[config.mk]
export PLATFORM = sky130hd
export DESIGN_NAME = uart_tx
export DESIGN_NICKNAME = d
export VERILOG_FILES = /design/src/rtl/uart_tx.sv
export SDC_FILE = /design/constraint.sdc
export NUM_CORES = 1
export LEC_CHECK = 0
export ABC_AREA = 1
export BUFFER_PORTS_ARGS = -buffer_cell sky130_fd_sc_hd__buf_2
export CORE_ASPECT_RATIO = 1.25
export CORE_MARGIN = 1
export CORE_UTILIZATION = 65
export DETAILED_ROUTE_END_ITERATION = 7
export PLACE_DENSITY = 0.83
export SYNTH_ARGS = -nofsm -noshare
export SYNTH_HDL_FRONTEND = slang
export SYNTH_SLANG_ARGS = --single-unit
export TNS_END_PERCENT = 30
[constraint.sdc]
create_clock -name clk -period 4.03 [get_ports clk]
set_input_delay 0.6045 -clock clk [delete_from_list [all_inputs] [get_ports clk]]
set_output_delay 0.6045 -clock clk [all_outputs]
set_load 0.05 [all_outputs]
[src/rtl/uart_tx.sv]
// rtl/uart_tx.sv - 8N1 UART transmit datapath with byte FIFO and programmable bit period
//
// Purpose: buffers THR bytes in a DEPTH-entry FIFO and shifts each one out
// as start bit, 8 data bits LSB first, stop bit, div_q clk cycles per bit.
// Ports:
//   clk       system clock
//   rst_n     synchronous active-low reset
//   wr_valid  byte offered by the register block
//   wr_data   byte to transmit
//   wr_ready  FIFO has room (count < DEPTH)
//   divisor   clk cycles per bit, 0 treated as 1, sampled when a frame starts
//   tx        serial line, idle high, registered
//   thre      FIFO empty
//   temt      FIFO empty and serialiser idle
module uart_tx #(
  parameter int DEPTH = 16,
  parameter int DIV_W = 16
) (
  input  logic             clk,
  input  logic             rst_n,
  input  logic             wr_valid,
  input  logic [7:0]       wr_data,
  output logic             wr_ready,
  input  logic [DIV_W-1:0] divisor,
  output logic             tx,
  output logic             thre,
  output logic             temt
);

  localparam int AW = $clog2(DEPTH);
  localparam logic [AW:0] DEPTH_CNT = (AW+1)'(DEPTH);

  localparam logic [1:0] S_IDLE  = 2'd0;
  localparam logic [1:0] S_START = 2'd1;
  localparam logic [1:0] S_DATA  = 2'd2;
  localparam logic [1:0] S_STOP  = 2'd3;

  logic [7:0]       mem [DEPTH];
  logic [AW-1:0]    wr_ptr;
  logic [AW-1:0]    rd_ptr;
  logic [AW:0]      count;

  logic [1:0]       state;
  logic [2:0]       bit_idx;
  logic [DIV_W-1:0] baud_cnt;
  logic [DIV_W-1:0] div_q;
  logic [7:0]       shift;

  logic             do_wr;
  logic             do_pop;
  logic             bit_end;
  logic [DIV_W-1:0] div_eff;

  // wr_ready looks only at count, so a full FIFO stays not-ready even in a
  // cycle where a pop is about to free an entry.
  assign wr_ready = (count < DEPTH_CNT);
  assign do_wr    = wr_valid & wr_ready;
  assign do_pop   = (state == S_IDLE) && (count != '0);
  assign bit_end  = (baud_cnt == '0);
  assign div_eff  = (divisor == '0) ? DIV_W'(1) : divisor;

  assign thre = (count == '0);
  assign temt = thre && (state == S_IDLE);

  // Storage is not reset: entries are only readable once written.
  always_ff @(posedge clk) begin
    if (do_wr) begin
      mem[wr_ptr] <= wr_data;
    end
  end

  always_ff @(posedge clk) begin
    if (!rst_n) begin
      wr_ptr <= '0;
      rd_ptr <= '0;
      count  <= '0;
    end else begin
      if (do_wr) begin
        wr_ptr <= wr_ptr + AW'(1);
      end
      if (do_pop) begin
        rd_ptr <= rd_ptr + AW'(1);
      end
      case ({do_wr, do_pop})
        2'b10:   count <= count + (AW+1)'(1);
        2'b01:   count <= count - (AW+1)'(1);
        default: count <= count;
      endcase
    end
  end

  always_ff @(posedge clk) begin
    if (!rst_n) begin
      state    <= S_IDLE;
      bit_idx  <= '0;
      baud_cnt <= '0;
      div_q    <= DIV_W'(1);
      shift    <= '0;
      tx       <= 1'b1;
    end else begin
      case (state)
        S_IDLE: begin
          tx <= 1'b1;
          if (do_pop) begin
            shift    <= mem[rd_ptr];
            div_q    <= div_eff;
            baud_cnt <= div_eff - DIV_W'(1);
            state    <= S_START;
            tx       <= 1'b0;
          end
        end
        S_START: begin
          if (bit_end) begin
            baud_cnt <= div_q - DIV_W'(1);
            bit_idx  <= '0;
            state    <= S_DATA;
            tx       <= shift[0];
          end else begin
            baud_cnt <= baud_cnt - DIV_W'(1);
          end
        end
        S_DATA: begin
          if (bit_end) begin
            baud_cnt <= div_q - DIV_W'(1);
            shift    <= {1'b0, shift[7:1]};
            bit_idx  <= bit_idx + 3'd1;
            if (bit_idx == 3'd7) begin
              state <= S_STOP;
              tx    <= 1'b1;
            end else begin
              // shift[1] is the bit that becomes shift[0] on this edge.
              tx <= shift[1];
            end
          end else begin
            baud_cnt <= baud_cnt - DIV_W'(1);
          end
        end
        default: begin
          if (bit_end) begin
            baud_cnt <= div_q - DIV_W'(1);
            state    <= S_IDLE;
          end else begin
            baud_cnt <= baud_cnt - DIV_W'(1);
          end
          tx <= 1'b1;
        end
      endcase
    end
  end

endmodule

# Word level (Yosys, flattened, before mapping)
# Memories as Yosys holds them, arrays and structs flattened. A register that Yosys moved wholly into a read port is not among the register bits.
# Cells that the tools add are included.
[totals]
register_bits = 59
ramBits = 128
in_bits = 27
out_inout_bits = 4
elab_cells = 71
memories = 1
[mem_list]
columns = ["memory", "depth", "width", "read_ports", "rd_clocked_by_memory_dff", "wr", "line", "rtl"]
rows = [
  ["mem", 16, 8, 1, 1, 1, "38", "logic [7:0] mem [DEPTH];"],
]
[classes]
addsub = 8
order_cmp = 1
n_eq_ne = 9
mux = 26
bitwise = 1
reduce_logical = 16
[op_table]
columns = ["cell", "count"]
rows = [
  ["two-way mux 16 bit", 4],
  ["subtractor 16 x 1 -> 16 bit (second input constant)", 3],
  ["logical NOT 16 bit", 2],
  ["two-way mux 8 bit", 2],
  ["case mux 8 bit (2 select lines)", 1],
  ["two-way mux 2 bit", 5],
  ["case mux 5 bit (2 select lines)", 1],
  ["adder 4 x 1 -> 4 bit (second input constant)", 2],
  ["two-way mux 4 bit", 2],
  ["inequality test 2 bit (second input constant)", 4],
  ["nonzero test 2 bit", 4],
  ["two-way mux 1 bit", 6],
  ["two-way mux 3 bit", 2],
  ["case mux 2 bit (3 select lines)", 1],
  ["case mux 3 bit (2 select lines)", 1],
  ["AND reduction 3 bit", 2],
  ["adder 5 x 1 -> 5 bit (second input constant)", 1],
  ["logical NOT 5 bit", 1],
  ["< comparator 5 bit (second input constant)", 1],
  ["AND reduction 5 bit", 1],
  ["nonzero test 5 bit", 1],
  ["subtractor 5 x 1 -> 5 bit (second input constant)", 1],
  ["equality test 2 x 1 -> 1 bit (second input constant)", 2],
  ["equality test 2 bit (second input constant)", 2],
  ["7 further kinds", 9],
]

# Depth between registers and ports, before layout
# Gate-level depths: netlist (run 1).
[logic_depth]
word_depth = 5
depth_mapped = 18
depth_no_buf = 18

# Worst setup path before layout (run 1)
# OpenSTA, ideal clock, no wires.
[synth_path]
path_type = "register -> register"
from = "register state[0]"
to = "register count[4]"
setup_time_ps = 70
arrival_time_ps = 2522
setup_slack_ps = 1438
path_stages_with_launch = 16
path_buffers = 2
synth_period_minus_slack_ps = 2592
cell_sequence = "dfxtp_1 inv_1 ha_1 buf_2 nand2_1 clkinv_1 clkbuf_1 ha_1 ha_1 nand2_1 nand2_1 a31oi_1 nor2_1 nor3_1 o21ai_0 a21oi_1"
[synth_via]
elab_chain_cells = 4
elab_cells_between_ends = 6
cone_classes = "eq/ne: 2; mux: 1; reduce/logical: 3"
[synth_lines]
columns = ["element", "line", "rtl"]
rows = [
  ["from (decl)", "43", "logic [1:0] state;"],
  ["from (signal assigned)", "94", "state <= S_IDLE;"],
  ["from (signal assigned)", "108", "state <= S_START;"],
  ["from (signal assigned)", "116", "state <= S_DATA;"],
  ["logical NOT 2 bit (*)", "58", "assign do_pop = (state == S_IDLE) && (count != '0);"],
  ["logical AND 1 bit (*)", "58", ""],
  ["net do_pop", "50", "logic do_pop;"],
  ["equality test 2 x 1 -> 1 bit / equality test 2 bit (equally long branches)", "84", "case ({do_wr, do_pop})"],
  ["case mux 5 bit (2 select lines) / nonzero test 2 bit (equally long branches)", "n/a", ""],
  ["to (signal assigned)", "85", "2'b10: count <= count + (AW+1)'(1);"],
  ["to (signal assigned)", "86", "2'b01: count <= count - (AW+1)'(1);"],
  ["to (signal assigned)", "87", "default: count <= count;"],
  ["to (decl)", "41", "logic [AW:0] count;"],
]
# The timed path passes the listed nets; every way through them passes the cells marked *.
# A chain may end at the register's enable or synchronous reset.

# Final worst setup path (run 1)
[layout_path]
from = "register state[0]"
to = "register shift[3]"
[layout_via]
elab_chain_cells = 4
elab_cells_between_ends = 8
cone_classes = "eq/ne: 3; mux: 1; reduce/logical: 4"
[layout_lines]
columns = ["element", "line", "rtl"]
rows = [
  ["logical NOT 2 bit", "58, 101", ""],
  ["logical AND 1 bit", "58", ""],
  ["inequality test 2 bit (no line)", "n/a", ""],
  ["AND reduction 3 bit (no line)", "n/a", ""],
  ["to (signal assigned)", "105", "shift <= mem[rd_ptr];"],
  ["to (signal assigned)", "125", "shift <= {1'b0, shift[7:1]};"],
  ["to (decl)", "47", "logic [7:0] shift;"],
]
# Several ways; a longest one is shown, not always the timed one.

==> reports/results.tsv, run 1 <==
metric	value	unit
status	finished with violations	
failing checks	DRC	
fill cell count	952	
Critical Path RT	4.36	ns
ranking of synthesized cells by area	edfxtp_1 (44%), dfxtp_1 (14%), nand2_1 (5.6%)	
syn_nets	955	
Yosys warnings	0	
xor/xnor share of the synthesized area	0.00199	
leakage	3.80	nW
clock sink count	191	
share of layout cells above drive strength 1	0.106	
CP max-delay cell	inv_1	
ys async rst share	0	
# rows	47	
crit-path max FO	26	
die height	132	um
CTS tree	built	
H-tree depth	4	
wire per inst	18.2	um
top-area cell type share of the netlist area	0.437	
Iteration-0 DRC Markers	481	
TritonCTS Buffers	17	
Clock Latency Late Sink	0.42	ns
CP arrival	3.28	ns
complex-gate fraction of the synthesized area	0.129	
Slew HR	0.342	
final net count	970	
area delta synth->final	8.72	%
clock transition at the registers of the reported paths	0.07	ns
multiplexer share of the synthesized area	0.0365	
Die Span X	106	um
Initial Util	0.664	
Routed WL	20.2	mm
DR vias/cell	5.91	
clock period minus worst slack	2.96	ns
RD Place Congestion	0.949	
Synth Register Bits	191	
Worst VDD drop	408	uV
Gate Count Post-Synth	911	
Buffers on Ports	30	
cts repair resizes	0	
Fin Setup TNS	0	ns
final hold vios	0	
commonest cells in the netlist	nand2_1 (130), edfxtp_1 (128), inv_1 (117)	
post-CTS setup buffer count	0	
# IOs	31	
DRC	7	
simple-gate share of the synthesized area	0.152	
Post-Syn Area	8790	sq um
count leader, synth	nand2_1	
Worst path max stage delay	0.57	ns
Max Fclk	338	MHz
ys flop type	edfxtp_1	
final total power	6.69	mW
final setup violation count	0	
dpl hpwl	13.5	mm
Detailed Routing Iterations Pass 1	8	
global route overflow	0	
Slew @ Worst Pin	0.987	ns
CP cell instances	inv_1 > ha_1 > buf_4 > inv_2 > nor2_1 > buf_4 > inv_1 > o211ai_2 > nor2_1 > nand2_1 > a21oi_1	
Post-synth EDFFs	128	
register area share after synthesis	0.581	
non-filler cells in the finished layout	1109	
clock tree buffer depth	2	
floorplan core area	13200	sq um
total number of vias	6557	
RSZ-0062 raised after global routing	no	
Routed Antenna Nets	0	
largest net degree at the start of global routing	85	
syn_area_per_cell	9.64	sq um
cell count after placement	1078	
area share of fa/ha/maj cells after synthesis	0.0251	
Distinct cells, synth	37	
hold_buf cts	0	
initial antenna violation count	0	
Hold WC Path Type	in -> reg	
largest family of logic cells by synthesized area	simple AND/OR/NAND/NOR gates	
Root Driver	clkbuf_16	
Total GRT Usage	0.302	
vias in the first global route	6278	
CP endpoint kind	register	
share of the cycle needed by the critical path after routing	0.734	
Worst Skew	0.00750	ns
max-slew violations	0	
total die area	14000	sq um
global-route wire length before repair	31.8	mm
n_diodes	0	
crit path launch type	register	
P per Cell Area	700	nW/um^2
critical path type	reg -> reg	
area leader, netlist	edfxtp_1	
max_cap viols	0	
## routing by layer
metal / track usage / wire length, um / vias to the layer above / part of all wire
met5: 0 / 0 / - / 0
met4: 0.145 / 941 / 0 / 0.047
met3: 0.0475 / 1170 / 66 / 0.058
met2: 0.549 / 10700 / 271 / 0.53
met1: 0.343 / 7360 / 3097 / 0.36
li1: - / - / 3123 / -
## final timing paths
| kind | depth (start not counted) | endpoint | from | slack [ns] |
|---|---|---|---|---|
| setup / recovery | 11 | shift[3] | state[0] | 1.07 |
| hold / removal | 3 | div_q[2] | divisor[2] | 0.45 |
| hold reg to reg | 2 | div_q[5] | div_q[5] | 0.47 |
| setup reg to reg | 11 | shift[3] | state[0] | 1.07 |
## logic make-up (layout without fill, tap and decap cells)
kind of cell    after synthesis  count (layout)
compound gates              207             207
xor+xnor                      2               2
fa+ha+maj                    17              17
buf+inv                     165             192
flops                       191             191
mux                          32              32
simple gates                297             297
## through the flow
stage | instance area [sq um] | utilization | hold slack [ns] | setup slack (ns)
2_1_floorplan | 8790 | - | 0.430 | 1.44
3_3_place_gp | 9020 | 0.682 | 0.445 | 1.29
3_5_place_dp | 9020 | 0.682 | 0.455 | 1.18
4_1_cts | 9550 | 0.722 | 0.443 | 1.11
5_1_grt | 9550 | 0.722 | 0.462 | 0.820
6_report | 9550 | 0.722 | 0.446 | 1.07
## sequential cells by signal, indices dropped and copies added, names as in the netlist, named ones only
| register | count |
|---|---|
| mem | 128 |
| baud_cnt | 16 |
| div_q | 16 |
| shift | 8 |
| count | 5 |
| rd_ptr | 4 |
| wr_ptr | 4 |
| bit_idx | 3 |
| state | 2 |
| tx | 1 |
## where the power goes
| part | internal [mW] | switching, mW | leakage (nW) | total, mW |
|---|---|---|---|---|
| clock | 0.796 | 0.738 | 0.254 | 1.53 |
| combinational | 0.811 | 1.70 | 1.87 | 2.51 |
| sequential | 2.36 | 0.282 | 1.68 | 2.65 |
## final cells by class
class                   instances  area (sq um)  share of cell area
flip-flops and latches        191          5110               0.535
multi-input cells             555          3030               0.317
inverters                     124           465              0.0487
clock buffers                  17           425              0.0445
well taps                     171           214              0.0224
repair buffers                 37           203              0.0212
clock inverters                14           108              0.0113
## placed cells by master, fill, tap and decap left out, drive strengths merged
cell type  count
o211ai        31
or2            2
nand4          3
edfxtp       128
buf           37
and2           1
mux2i         32
dfxtp         63
a31o           1
clkinv         8
nand2        139
ha            16
a31oi          5
nand3b         2
nor3           2
a21oi         86
clkinvlp       4
clkbuf        17
fa             1
nand3         60
o41ai          1
o22ai          1
inv          126
o21ai         81
xnor2          2
nor2          88
a211oi         1
## critical path, delay by kind of cell, from the launching register on
family / cells / cell delay, ns
flops: 1 / 0.38
compound gates: 2 / 0.60
buf+inv: 5 / 1.31
simple gates: 3 / 0.36
fa+ha+maj: 1 / 0.20
Power figures use the tool's default switching activity.
==> run 2, diff against run 1 <==
--- a/config.mk
+++ b/config.mk
@@ -9,9 +9,9 @@
 export BUFFER_PORTS_ARGS = -buffer_cell sky130_fd_sc_hd__buf_2
 export CORE_ASPECT_RATIO = 1.25
 export CORE_MARGIN = 1
-export CORE_UTILIZATION = 65
+export CORE_UTILIZATION = 62
 export DETAILED_ROUTE_END_ITERATION = 7
-export PLACE_DENSITY = 0.83
+export PLACE_DENSITY = 0.8
 export SYNTH_ARGS = -nofsm -noshare
 export SYNTH_HDL_FRONTEND = slang
 export SYNTH_SLANG_ARGS = --single-unit
==> constraint.sdc (replaced) <==
create_clock -name clk -period 3.05 [get_ports clk]
set_input_delay 0.4575 -clock clk [delete_from_list [all_inputs] [get_ports clk]]
set_output_delay 0.4575 -clock clk [all_outputs]
set_load 0.05 [all_outputs]
==> run 2 against run 1 <==
  * The flow now finishes without violations
  * Clock power up 45%
  * Final cell count up 0.99%
  * Routed wire length down 3.4%
  * Critical endpoint is now temt
  * Power up 35%
==> reports/results.tsv, run 2 (synthesis results as in run 1) <==
metric	value	unit	change
Reg with most FFs	mem		unchanged
DR vias/cell	5.71		was 5.91
Critical Path RT	2.59	ns	was 4.36 ns
CP arrival	2.01	ns	was 3.28 ns
CP endpoint kind	output port		was register
global route overflow	0		unchanged
post-CTS setup buffer count	0		unchanged
n_diodes	0		unchanged
Routed Antenna Nets	0		unchanged
hold path depth	3		unchanged
Initial Util	0.636		was 0.664
Clock Latency Late Sink	0.44	ns	was 0.42 ns
worst path bufs/invs	3		was 5
cts repair resizes	0		unchanged
final hold vios	0		unchanged
Die Span X	108	um	was 106 um
Net Sw Frac	0.401		was 0.406
clock period minus worst slack	2.47	ns	
share of the cycle needed by the critical path after routing	0.808		
total die area	14700	sq um	was 14000 sq um
clock share of power	0.246		was 0.229
switching power	3.63	mW	was 2.72 mW
Slew HR	0.439		was 0.342
Routed WL	19.5	mm	was 20.2 mm
crit-path max FO	18		was 26
biggest regs	mem: 128 flops, baud_cnt: 16 flops, div_q: 16 flops		unchanged
Hold WC Path Type	in -> reg		unchanged
wire per inst	17.4	um	was 18.2 um
die height	135	um	was 132 um
total number of vias	6392		was 6557
R2R Path End	count[4]		was shift[3]
clock transition at the registers of the reported paths	0.08	ns	was 0.07 ns
RD Place Congestion	0.875		was 0.949
hold_buf cts	0		unchanged
area delta synth->final	10.1	%	was 8.72%
Seq pwr share	0.372		was 0.396
CP cell instances	inv_1 > ha_1 > inv_2 > nor2_1 > buf_2		was inv_1 > ha_1 > buf_4 > inv_2 > nor2_1 > buf_4 > inv_1 > o211ai_2 > nor2_1 > nand2_1 > a21oi_1
internal power	5.42	mW	was 3.97 mW
CP max-delay cell	buf_2		was inv_1
clock sink count	191		unchanged
register area	5110	sq um	unchanged
Hold EP	div_q[2]		unchanged
Iteration-0 DRC Markers	405		was 481
max reg flops	128		unchanged
r2r setup slk	0.60	ns	was 1.07 ns
Multi-input gate area	3030	sq um	unchanged
H-tree depth	4		unchanged
crit path launch type	register		unchanged
Buffers on Ports	30		unchanged
# IOs	31		unchanged
Worst Skew	0.0158	ns	was 0.00750 ns
TritonCTS Buffers	17		unchanged
fill cell count	1032		was 952
initial antenna violation count	0		unchanged
Worst VDD drop	595	uV	was 408 uV
floorplan core area	13800	sq um	was 13200 sq um
RSZ-0062 raised after global routing	no		unchanged
CTS tree	built		unchanged
clock tree buffer depth	2		unchanged
dpl hpwl	13.1	mm	was 13.5 mm
DRC	0		was 7
max_cap viols	0		unchanged
max-slew violations	0		unchanged
# rows	48		was 47
CP top delay family	buffers and inverters		unchanged
largest net degree at the start of global routing	52		was 85
Total GRT Usage	0.283		was 0.302
vias in the first global route	6251		was 6278
WHS	0.291	ns	was 0.446 ns
Fin Setup TNS	0	ns	unchanged
commonest non-fill, non-tap cell in the layout	nand2_1		unchanged
Worst path max stage delay	0.35	ns	was 0.57 ns
P per Cell Area	935	nW/um^2	was 700 nW/um^2
RR Startpoint	state[0]		unchanged
status	completed		was finished with violations
combinational share of power	0.382		was 0.375
commonest non-fill, non-tap cells in the layout	nand2_1 (130), edfxtp_1 (128), inv_1 (117)		unchanged
hold_sp	divisor[2]		unchanged
Root Driver	clkbuf_16		unchanged
Max Fclk	406	MHz	
critical path type	reg -> out		was reg -> reg
final net count	976		was 970
path depth of the worst reg2reg path	13		was 11
Detailed Routing Iterations Pass 1	5		was 8
leakage	3.86	nW	was 3.80 nW
final setup violation count	0		unchanged
Slew @ Worst Pin	0.839	ns	was 0.987 ns
global-route wire length before repair	31.0	mm	was 31.8 mm
share of layout cells above drive strength 1	0.112		was 0.106
## run 2: layout make-up
| class | count | area share |
|---|---|---|
| inverter | 124 | 0.0481 |
| timing repair buffer | 43 | 0.0269 |
| clock inverter | 15 | 0.0173 |
| tap | 175 | 0.0226 |
| sequential | 191 | 0.528 |
| clock buffer | 17 | 0.0440 |
| multi-input combinational | 555 | 0.313 |
## run 2: how the worst max path moves through the flow
stage | start | cells after the start | to | slack [ns]
floorplan | state[0] | 15 | count[4] | 0.46
global placement | baud_cnt[12] | 17 | baud_cnt[14] | 0.66
detailed placement | baud_cnt[12] | 17 | baud_cnt[14] | 0.63
CTS | state[1] | 5 | temt | 0.60
global route | state[0] | 13 | count[4] | 0.28
finish | state[0] | 5 | temt | 0.58
## run 2: routing by layer
layer / up-vias / global-route usage / share of wire
li1: 3137 / - / -
met1: 3012 / 0.317 / 0.39
met2: 191 / 0.512 / 0.54
met3: 52 / 0.0434 / 0.045
met4: 0 / 0.146 / 0.033
met5: - / 0 / 0
## run 2: power by group through the flow
| stage | clock network [mW] | logic, mW | registers (mW) |
|---|---|---|---|
| finish | 2.22 | 3.46 | 3.37 |
| global route | 2.31 | 3.83 | 3.41 |
| CTS | 2.23 | 3.43 | 3.37 |
| detailed placement | 0 | 3.39 | 3.42 |
| global placement | 0 | 3.35 | 3.41 |
| floorplan | 0 | 2.64 | 3.33 |
## run 2: worst reg2reg max path: stages (launching register included)
cell	delay, ns
dfxtp_1	0.38
inv_1	0.09
ha_1	0.28
nand2_1	0.12
clkinv_1	0.08
ha_1	0.25
ha_1	0.34
nand2_1	0.08
nand2_1	0.05
a31oi_1	0.20
nor2_1	0.06
nor3_1	0.21
o21ai_0	0.10
a21oi_1	0.14
## run 2: stage by stage
step	area, sq um	power (mW)	utilization	std cells	worst slack, ns
2_1_floorplan	8790	5.97	-	911	0.458
3_3_place_gp	9080	6.76	0.657	1088	0.665
3_5_place_dp	9080	6.82	0.657	1088	0.628
4_1_cts	9670	9.02	0.700	1120	0.603
5_1_grt	9670	9.56	0.700	1120	0.277
6_report	9670	9.05	0.700	1120	0.584
==> run 3, diff against run 2 <==
--- a/config.mk
+++ b/config.mk
@@ -9,9 +9,9 @@
 export BUFFER_PORTS_ARGS = -buffer_cell sky130_fd_sc_hd__buf_2
 export CORE_ASPECT_RATIO = 1.25
 export CORE_MARGIN = 1
-export CORE_UTILIZATION = 62
+export CORE_UTILIZATION = 56
 export DETAILED_ROUTE_END_ITERATION = 7
-export PLACE_DENSITY = 0.8
+export PLACE_DENSITY = 0.76
 export SYNTH_ARGS = -nofsm -noshare
 export SYNTH_HDL_FRONTEND = slang
 export SYNTH_SLANG_ARGS = --single-unit
==> constraint.sdc (replaced) <==
create_clock -name clk -period 2.02 [get_ports clk]
set_input_delay 0.303 -clock clk [delete_from_list [all_inputs] [get_ports clk]]
set_output_delay 0.303 -clock clk [all_outputs]
set_load 0.05 [all_outputs]
==> run 3 against run 2 <==
  * Cell area rose by 8.8%
  * Flip-flop and latch count unchanged
  * Largest cell class unchanged
  * The run now ends with setup timing left
  * Highest routed layer unchanged
  * Global-route usage fell by 2.2 points
  * Hold slack worse by 0.16 ns
  * Power up 67%
  * Register-to-register slack lost 0.65 ns
  * Core utilization down 0.52 points
  * Critical path type is now reg -> reg
  * Count of clock-buffer cells in the layout is 7 higher
  * Non-clock buffer count rose by 55
  * Clock skew is 0.0082 ns lower
==> reports/results.tsv, run 3 (synthesis results as in run 1) <==
metric	value	unit	change
status	finished with violations		was completed
failing checks	setup timing		
DR vias/cell	5.42		was 5.71
n_diodes	0		unchanged
clock period minus worst slack	2.07	ns	
final total power	15.1	mW	was 9.05 mW
crit-path max FO	6		was 18
DRC	0		unchanged
setup slack at placement	-0.147	ns	was 0.628 ns
area delta synth->final	19.8	%	was 10.1%
crit path launch type	register		unchanged
CP arrival	2.40	ns	was 2.01 ns
hold_buf cts	0		unchanged
Slew HR	0.670		was 0.439
Worst VDD drop	1020	uV	was 595 uV
final setup violation count	6		was 0
critical path type	reg -> reg		was reg -> out
CTS tree	built		unchanged
Iteration-0 DRC Markers	550		was 405
largest net degree at the start of global routing	34		was 52
dpl hpwl	13.8	mm	was 13.1 mm
Most common cell on crit path	nor2_1		
Initial Util	0.580		was 0.636
CP max-delay cell	dfxtp_2		was buf_2
leakage	4.24	nW	was 3.86 nW
Slew @ Worst Pin	0.492	ns	was 0.839 ns
Critical Path RT	2.35	ns	was 2.59 ns
commonest non-fill, non-tap cell in the layout	edfxtp_1		was nand2_1
Routed Antenna Nets	0		unchanged
Worst Skew	0.00768	ns	was 0.0158 ns
initial antenna violation count	0		unchanged
vias in the first global route	6487		was 6251
H-tree depth	4		unchanged
max reg flops	128		unchanged
Reg with most FFs	mem		unchanged
Root Driver	clkbuf_16		unchanged
total die area	16200	sq um	was 14700 sq um
Detailed Routing Iterations Pass 1	7		was 5
clock sink count	191		unchanged
P per Cell Area	1440	nW/um^2	was 935 nW/um^2
# IOs	31		unchanged
Setup WS post-layout	-0.0470	ns	was 0.584 ns
TritonCTS Buffers	17		unchanged
# rows	50		was 48
cell count after placement	1171		was 1088
RD Place Congestion	0.961		was 0.875
clock tree buffer depth	2		unchanged
share of layout cells above drive strength 1	0.226		was 0.112
wire per inst	16.7	um	was 17.4 um
max_cap viols	0		unchanged
RSZ-0062 raised after global routing	yes		was no
Clock Latency Late Sink	0.43	ns	was 0.44 ns
CP endpoint kind	register		was output port
Routed WL	20.2	mm	was 19.5 mm
clock transition at the registers of the reported paths	0.07	ns	was 0.08 ns
CP cell instances	nor2_1 > nand2_1 > nor2_4 > buf_12 > buf_6 > buf_4 > nand3_2 > nand2_1 > nand2_1 > nand2_2 > nor2_4 > buf_6 > nand2_1 > nor2_1 > nor2_1 > nor2_1 > nor2_1		was inv_1 > ha_1 > inv_2 > nor2_1 > buf_2
floorplan core area	15100	sq um	was 13800 sq um
final net count	1031		was 976
global route overflow	0		unchanged
total number of vias	6544		was 6392
biggest regs	mem: 128 flops, baud_cnt: 16 flops, div_q: 16 flops		unchanged
commonest non-fill, non-tap cells in the layout	edfxtp_1 (128), nand2_1 (114), inv_1 (110)		was nand2_1 (130), edfxtp_1 (128), inv_1 (117)
share of the cycle needed by the critical path after routing	1.02		
Buffers on Ports	30		unchanged
Total GRT Usage	0.261		was 0.283
Hold WC Path Type	in -> reg		unchanged
global-route wire length before repair	32.0	mm	was 31.0 mm
final hold vios	0		unchanged
non-filler cells in the finished layout	1208		was 1120
die height	142	um	was 135 um
max-slew violations	0		unchanged
Die Span X	114	um	was 108 um
Worst path max stage delay	0.34	ns	was 0.35 ns
Max Fclk	484	MHz	
==> run 3: final timing paths <==
kind | startpoint | to | slack, ns | depth (start not counted)
worst max-delay path | baud_cnt[6] | baud_cnt[9] | -0.05 | 17
worst max register to register | baud_cnt[6] | baud_cnt[9] | -0.05 | 17
worst min-delay path | divisor[11] | div_q[11] | 0.13 | 3
worst min register to register | count[4] | count[4] | 0.45 | 1
==> run 3: area by class of cell <==
class | instances | area [sq um]
inverter | 124 | 473
sequential | 191 | 5120
clock inverter | 8 | 100
clock buffer | 24 | 513
fill | 1159 | 4620
timing repair buffer | 98 | 734
multi-input combinational | 555 | 3320
tap | 208 | 260
==> run 3: metal layers <==
metal	global-route usage	up-vias	share of wire
met4	0.101	0	0.030
met3	0.0456	51	0.047
met1	0.293	3042	0.39
met2	0.486	216	0.54
met5	0	-	0
li1	-	3235	-
==> run 3: stage by stage <==
step | utilization | TNS (ns) | hold slack [ns] | instance area [sq um]
after floorplan | - | -0.162 | 0.402 | 8870
after global placement | 0.633 | -0.136 | 0.443 | 9580
after detailed placement | 0.633 | -0.580 | 0.448 | 9580
after CTS | 0.677 | -0.277 | 0.124 | 10200
after global routing | 0.695 | -1.50 | 0.137 | 10500
final | 0.695 | -0.119 | 0.134 | 10500
==> run 3: where the power goes <==
group / internal (mW) / switching, mW / total [mW]
registers: 4.74 / 0.419 / 5.16
logic: 2.55 / 3.98 / 6.53
clock network: 2.03 / 1.41 / 3.44
==> run 3: timing repair <==
| item | CTS | global route |
|---|---|---|
| setup endpoints to repair | 9 | 23 |
| pin swaps | 5 | 43 |
| gates cloned | 0 | 0 |
| buffers inserted | 1 | 5 |
| gates resized for setup | 12 | 74 |
==> run 3: critical path, delay by kind of cell (launching register included) <==
| kind | cells | cell delay, ns |
|---|---|---|
| flip-flops | 1 | 0.34 |
| buffers and inverters | 4 | 0.52 |
| AND/OR/NAND/NOR | 13 | 1.11 |
